## config.mk

```make
export PLATFORM = sky130hd
export DESIGN_NAME = decode_scoreboard
export DESIGN_NICKNAME = d
export VERILOG_FILES = /design/src/rtl/decode_pkg.sv /design/src/rtl/sb_counter.sv /design/src/rtl/decode_scoreboard.sv
export SDC_FILE = /design/constraint.sdc
export NUM_CORES = 1
export LEC_CHECK = 0
export ABC_CLOCK_PERIOD_IN_PS = 7500
export BUFFER_PORTS_ARGS = -buffer_cell sky130_fd_sc_hd__buf_2
export CAP_MARGIN = 10
export CORE_MARGIN = 1.5
export CORE_UTILIZATION = 35
export CTS_CLUSTER_DIAMETER = 80
export CTS_CLUSTER_SIZE = 8
export DETAILED_ROUTE_END_ITERATION = 10
export GPL_TIMING_DRIVEN = 0
export PLACE_DENSITY = 0.56
export SLEW_MARGIN = 20
export SYNTH_ARGS = -nofsm -noshare
export SYNTH_HDL_FRONTEND = slang
export SYNTH_SLANG_ARGS = --single-unit
```

## constraint.sdc

```tcl
create_clock -name clk -period 7.5 [get_ports clk]
set_input_delay 1.875 -clock clk [delete_from_list [all_inputs] [get_ports clk]]
set_output_delay 1.875 -clock clk [all_outputs]
set_load 0.005 [all_outputs]
```

## src/rtl/decode_pkg.sv

```systemverilog
// Shared constants for the decode-stage scoreboard.
// Register-file geometry and default pending-write counter width.
package decode_pkg;

    localparam int REG_NUM   = 32;
    localparam int REG_IDX_W = 5;
    localparam int CNT_W_DEF = 2;

    localparam logic [REG_IDX_W-1:0] ZERO_REG = '0;

endpackage

```

## src/rtl/sb_counter.sv

```systemverilog
// Per-register pending-write counter.
// Ports: clk, rstn, inc (issue), dec (writeback), clr (flush),
//        cnt (current count), err (writeback seen with count at zero).
module sb_counter #(
    parameter int CNT_W = 2
) (
    input  logic             clk,
    input  logic             rstn,
    input  logic             inc,
    input  logic             dec,
    input  logic             clr,
    output logic [CNT_W-1:0] cnt,
    output logic             err
);

    // An underflowing writeback is flagged but the count holds at zero.
    // A flush overrides everything, including the error.
    always_comb begin
        err = dec & ~inc & ~clr & (cnt == '0);
    end

    always_ff @(posedge clk or negedge rstn) begin
        if (!rstn) begin
            cnt <= '0;
        end else if (clr) begin
            cnt <= '0;
        end else if (inc & ~dec) begin
            cnt <= cnt + 1'b1;
        end else if (dec & ~inc & (cnt != '0)) begin
            cnt <= cnt - 1'b1;
        end
    end

endmodule

```

## src/rtl/decode_scoreboard.sv

```systemverilog
// Decode issue/stall controller: tracks in-flight GPR writes and holds decode on hazards.
// Ports: decode handshake (dec_valid/dec_ready), operand indices, execute handshake
//        (ex_ready/ex_valid), writeback (rd_wb_index/rd_we), flush,
//        status busy_mask, sticky sb_err, saturating stall_cycles.
module decode_scoreboard
    import decode_pkg::*;
#(
    parameter int CNT_W  = CNT_W_DEF,
    parameter int PERF_W = 32
) (
    input  logic                 clk,
    input  logic                 rstn,
    input  logic                 dec_valid,
    output logic                 dec_ready,
    input  logic [REG_IDX_W-1:0] rj_index,
    input  logic                 rj_used,
    input  logic [REG_IDX_W-1:0] rk_index,
    input  logic                 rk_used,
    input  logic [REG_IDX_W-1:0] rd_index,
    input  logic                 rd_write,
    input  logic                 ex_ready,
    output logic                 ex_valid,
    input  logic [REG_IDX_W-1:0] rd_wb_index,
    input  logic                 rd_we,
    input  logic                 flush,
    output logic [REG_NUM-1:0]   busy_mask,
    output logic                 sb_err,
    output logic [PERF_W-1:0]    stall_cycles
);

    localparam logic [CNT_W-1:0] CNT_MAX = '1;

    logic [CNT_W-1:0]   cnt [REG_NUM];
    logic [REG_NUM-1:0] err_vec;
    logic               rj_haz;
    logic               rk_haz;
    logic               rd_haz;
    logic               haz;
    logic               issue;

    // r0 is hard-wired: never busy, never in error.
    assign cnt[0]       = '0;
    assign err_vec[0]   = 1'b0;
    assign busy_mask[0] = 1'b0;

    for (genvar r = 1; r < REG_NUM; r++) begin : g_cnt
        logic inc;
        logic dec;

        assign inc = issue & rd_write & (rd_index == REG_IDX_W'(r));
        assign dec = rd_we & (rd_wb_index == REG_IDX_W'(r));

        sb_counter #(
            .CNT_W (CNT_W)
        ) u_cnt (
            .clk  (clk),
            .rstn (rstn),
            .inc  (inc),
            .dec  (dec),
            .clr  (flush),
            .cnt  (cnt[r]),
            .err  (err_vec[r])
        );

        assign busy_mask[r] = (cnt[r] != '0);
    end

    // Hazards look only at registered counts: a writeback in the same
    // cycle does not release a waiting reader until the next cycle.
    always_comb begin
        rj_haz = rj_used & (rj_index != ZERO_REG) & (cnt[rj_index] != '0);
        rk_haz = rk_used & (rk_index != ZERO_REG) & (cnt[rk_index] != '0);
        rd_haz = rd_write & (rd_index != ZERO_REG) & (cnt[rd_index] == CNT_MAX);
        haz    = rj_haz | rk_haz | rd_haz;
    end

    // Nothing issues while reset is held.
    assign dec_ready = ~haz & ex_ready & ~flush & rstn;
    assign issue     = dec_valid & dec_ready;
    assign ex_valid  = issue;

    always_ff @(posedge clk or negedge rstn) begin
        if (!rstn) begin
            sb_err <= 1'b0;
        end else if (|err_vec) begin
            sb_err <= 1'b1;
        end
    end

    always_ff @(posedge clk or negedge rstn) begin
        if (!rstn) begin
            stall_cycles <= '0;
        end else if (dec_valid & ex_ready & haz & ~flush & ~(&stall_cycles)) begin
            stall_cycles <= stall_cycles + 1'b1;
        end
    end

endmodule

```

==> key figures <==
Timing
  • Peak Freq: between 0.1 and 0.15 GHz
  • Setup_tns: 0 ps
  • Worst rel slew slack: 0.403
  • Worst setup margin: around 610 ps
  • Final hold vios: 0
  • Tcrit/Tclk final: 0.919
  • RSZ-0062 raised after global routing: no
  • # setup viols final: 0
  • Skew final: about 7.3 ps
  • Least-Margin Pin Slew: between 800 and 900 ps
  • Max-slew violation count: 0
  • Fin crit period: between 6000 and 7000 ps

Worst setup path
  • Critical path required time: between 5000 and 6000 ps
  • Slowest cell delay on critical path: between 500 and 600 ps
  • R2R Setup Slk: approximately 3500 ps
  • Crit Path Class: input pin to output port
  • CP most frequent cell: buf_2
  • Worst Path Max Fanout: 10
  • Critical R2R Launch: g_cnt[20].u_cnt.cnt[1]
  • CP delay by family, top: buffers and inverters
  • WP buf/inv: 5
  • Critical R2R Capture: sb_err
  • Critical-path cell list: buf_2 > clkbuf_1 > nor2_1 > a21oi_1 > o311ai_0 > a211o_1 > o211ai_1 > buf_4 > buf_2 > nor2_1 > and4b_1 > buf_2
  • Critical path startpoint category: input pin
  • Crit. End Element: output port
  • Slowest stage cell on the critical path: o211ai_1
  • Worst R2R Path Depth: 12
  • Arrival @ worst endpoint: around 5000 ps

Floorplan
  • Die area: ~22,000 µm²
  • Core area: between 20,000 and 25,000 µm²
  • Initial Utilization: 0.355
  • Row cnt: 53
  • Chip Height: approximately 150 µm
  • I/O pin cnt: 96
  • Die width: between 100 and 150 µm

Global routing
  • GR Overflow Total: 0
  • Met1 Resource Use GR: 0.346
  • Grt met3 use: 0.0512
  • GR Layer Usage met2: 0.395
  • First-pass GRT wire length: ~42,000 µm
  • Antenna violations before repair: 1
  • Aggregate global-route resource usage: 0.255
  • Pin count of the biggest net entering global routing: between 60 and 70
  • Busiest layer in global routing: met2
  • Vias in the first global route: about 7,000

Drt
  • Via/cell ratio: approximately 5.8
  • ANT nets after route: 0
  • Post-route DRC: 0
  • DRT iter0 DRCs: between 500 and 600
  • Detailed-router iteration count before antenna repair: 6
  • Post-Route WL: 27,600 µm
  • Routed via count: between 7,000 and 8,000
  • Wire per inst: between 20 and 25 µm

CTS
  • Hold buffer count at CTS: 0
  • TritonCTS buffer count: 9
  • Post-CTS Resized: 0
  • Clk Latency, worst-skew pair: 360 ps
  • Post-CTS Setup Bufs: 0
  • Max Buffers Root-to-Sink: 2
  • Clock sink total: 95
  • CTS tree: done
  • Clock root buffer master: clkbuf_16
  • Htree depth: 3
  • Worst-path clk slew: ~70 ps

Logic synthesis
  • Register bit total from synthesis: 95
  • Seq/Total Area, Yosys: 0.321
  • Mapped Avg Cell Area: about 8.1 µm²
  • Synth Flop Type: dfrtp_1
  • Mapped Nets: about 940
  • Mapped cell area: ~7400 µm²
  • EDFF count, synth: 0
  • Library cells used by synthesis: just over 80
  • Async SR Flop Fraction: 1.00
  • Yosys warnings: 0
  • Synth Instances: between 900 and 1,000

Pwr
  • Lkg Pwr: between 3 and 4 nW
  • Worst IR Drop VDD: approximately 0.000098 V
  • Power Density: between 100 and 150 nW/µm²

Place
  • Pre-CTS WS: around 710 ps
  • Placed Instances: approximately 1,300
  • Routability cong.: roughly 1
  • DP HPWL: ~21,000 µm
  • PortBufs: 90
  • Placed cell area: just over 8000 µm²

Min path
  • Hold Path Stages: 1
  • Hold crit path type: flop to flop
  • Hold_sp: stall_cycles[21]
  • Hold path endpoint: stall_cycles[21]

Cells and area
  • Proportion of layout cells with a drive suffix above 1: 0.181
  • Most frequent cells in the layout: nor2_1, buf_2, dfrtp_1
  • Fill count: approximately 2,200
  • Synth-to-Final Area Change: 15.0%
  • Post-route cell area: 8520 µm²
  • Final #Nets: between 1,000 and 1,500
  • ANT cells: 0
  • Final cell count without fillers: between 1,000 and 1,500
  • Commonest non-fill, non-tap cell in the layout: nor2_1

Outcome
  • Outcome: completed

Job
  • Max_cap viols: 0
==> synthesized netlist by cell type, types with 12 or more instances <==
master,n,share of area
xor2_1,28,0.033
o21ai_0,40,0.027
a21oi_1,57,0.039
nor2_1,120,0.061
dfrtp_1,95,0.32
nand2_1,89,0.045
mux4_2,15,0.046
nor4_1,12,0.010
and2_1,16,0.014
xnor2_1,18,0.021
nor2b_1,15,0.013
clkbuf_1,37,0.019
or2_2,21,0.018
nor3_1,33,0.022
o21a_1,13,0.013
a31oi_1,14,0.012
nor3b_1,12,0.012
nand3_1,32,0.022
inv_1,35,0.018
nand4_1,14,0.012
==> cell families after synthesis <==
group,share of synthesized area
adder cells (fa/ha/maj),0.00169
AO/OA/AOI/OAI,0.192
XOR/XNOR,0.0544
AND/OR/NAND/NOR,0.314
buffers and inverters,0.0486
multiplexers,0.0679
other,0.000506
flip-flops,0.321
==> where the power goes <==
| part | internal [W] | total [W] | switching [W] |
|---|---|---|---|
| clock | 0.000238 | 0.000461 | 0.000222 |
| sequential | 0.000522 | 0.000537 | 0.0000145 |
| combinational | 0.0000561 | 0.000167 | 0.000111 |
==> metrics by stage <==
step | hold WS (ps) | total power (W) | util
after global routing | 515 | 0.00121 | 0.408
after CTS | 492 | 0.00118 | 0.408
final | 489 | 0.00116 | 0.408
after detailed placement | 471 | 0.000710 | 0.394
after floorplan | 477 | 0.000633 | -
after global placement | 475 | 0.000709 | 0.393
==> worst max path at each step <==
stage          slack (ps)        start  cells after the start         to
2_1_floorplan        1660  rj_index[0]                     10  dec_ready
3_3_place_gp          700  rj_index[0]                     12  dec_ready
3_5_place_dp          710  rj_index[0]                     12  dec_ready
4_1_cts               710  rj_index[0]                     12  dec_ready
5_1_grt               430  rj_index[0]                     12  dec_ready
6_report              610  rj_index[0]                     12  dec_ready
==> registers in the layout (all words and copies together), names as in the netlist <==
register / count
sb_err: 1
g_cnt.u_cnt.cnt: 62
stall_cycles: 32
==> layer usage <==
metal,wire [µm],share of wire
met1,12100,0.44
met2,12100,0.44
met3,2260,0.082
met4,1070,0.039
met5,15,0.00054
==> layout make-up <==
class | instances | area [µm²] | share of cell area
clock inverters | 5 | 41.3 | 0.00485
plain buffers | 51 | 229 | 0.0269
inverters | 35 | 131 | 0.0154
well taps | 275 | 344 | 0.0404
multi-input cells | 731 | 4670 | 0.548
clock buffers | 11 | 243 | 0.0285
flip-flops and latches | 95 | 2380 | 0.279
repair buffers | 91 | 484 | 0.0568
Note: power is estimated with default switching activity, not from simulation.
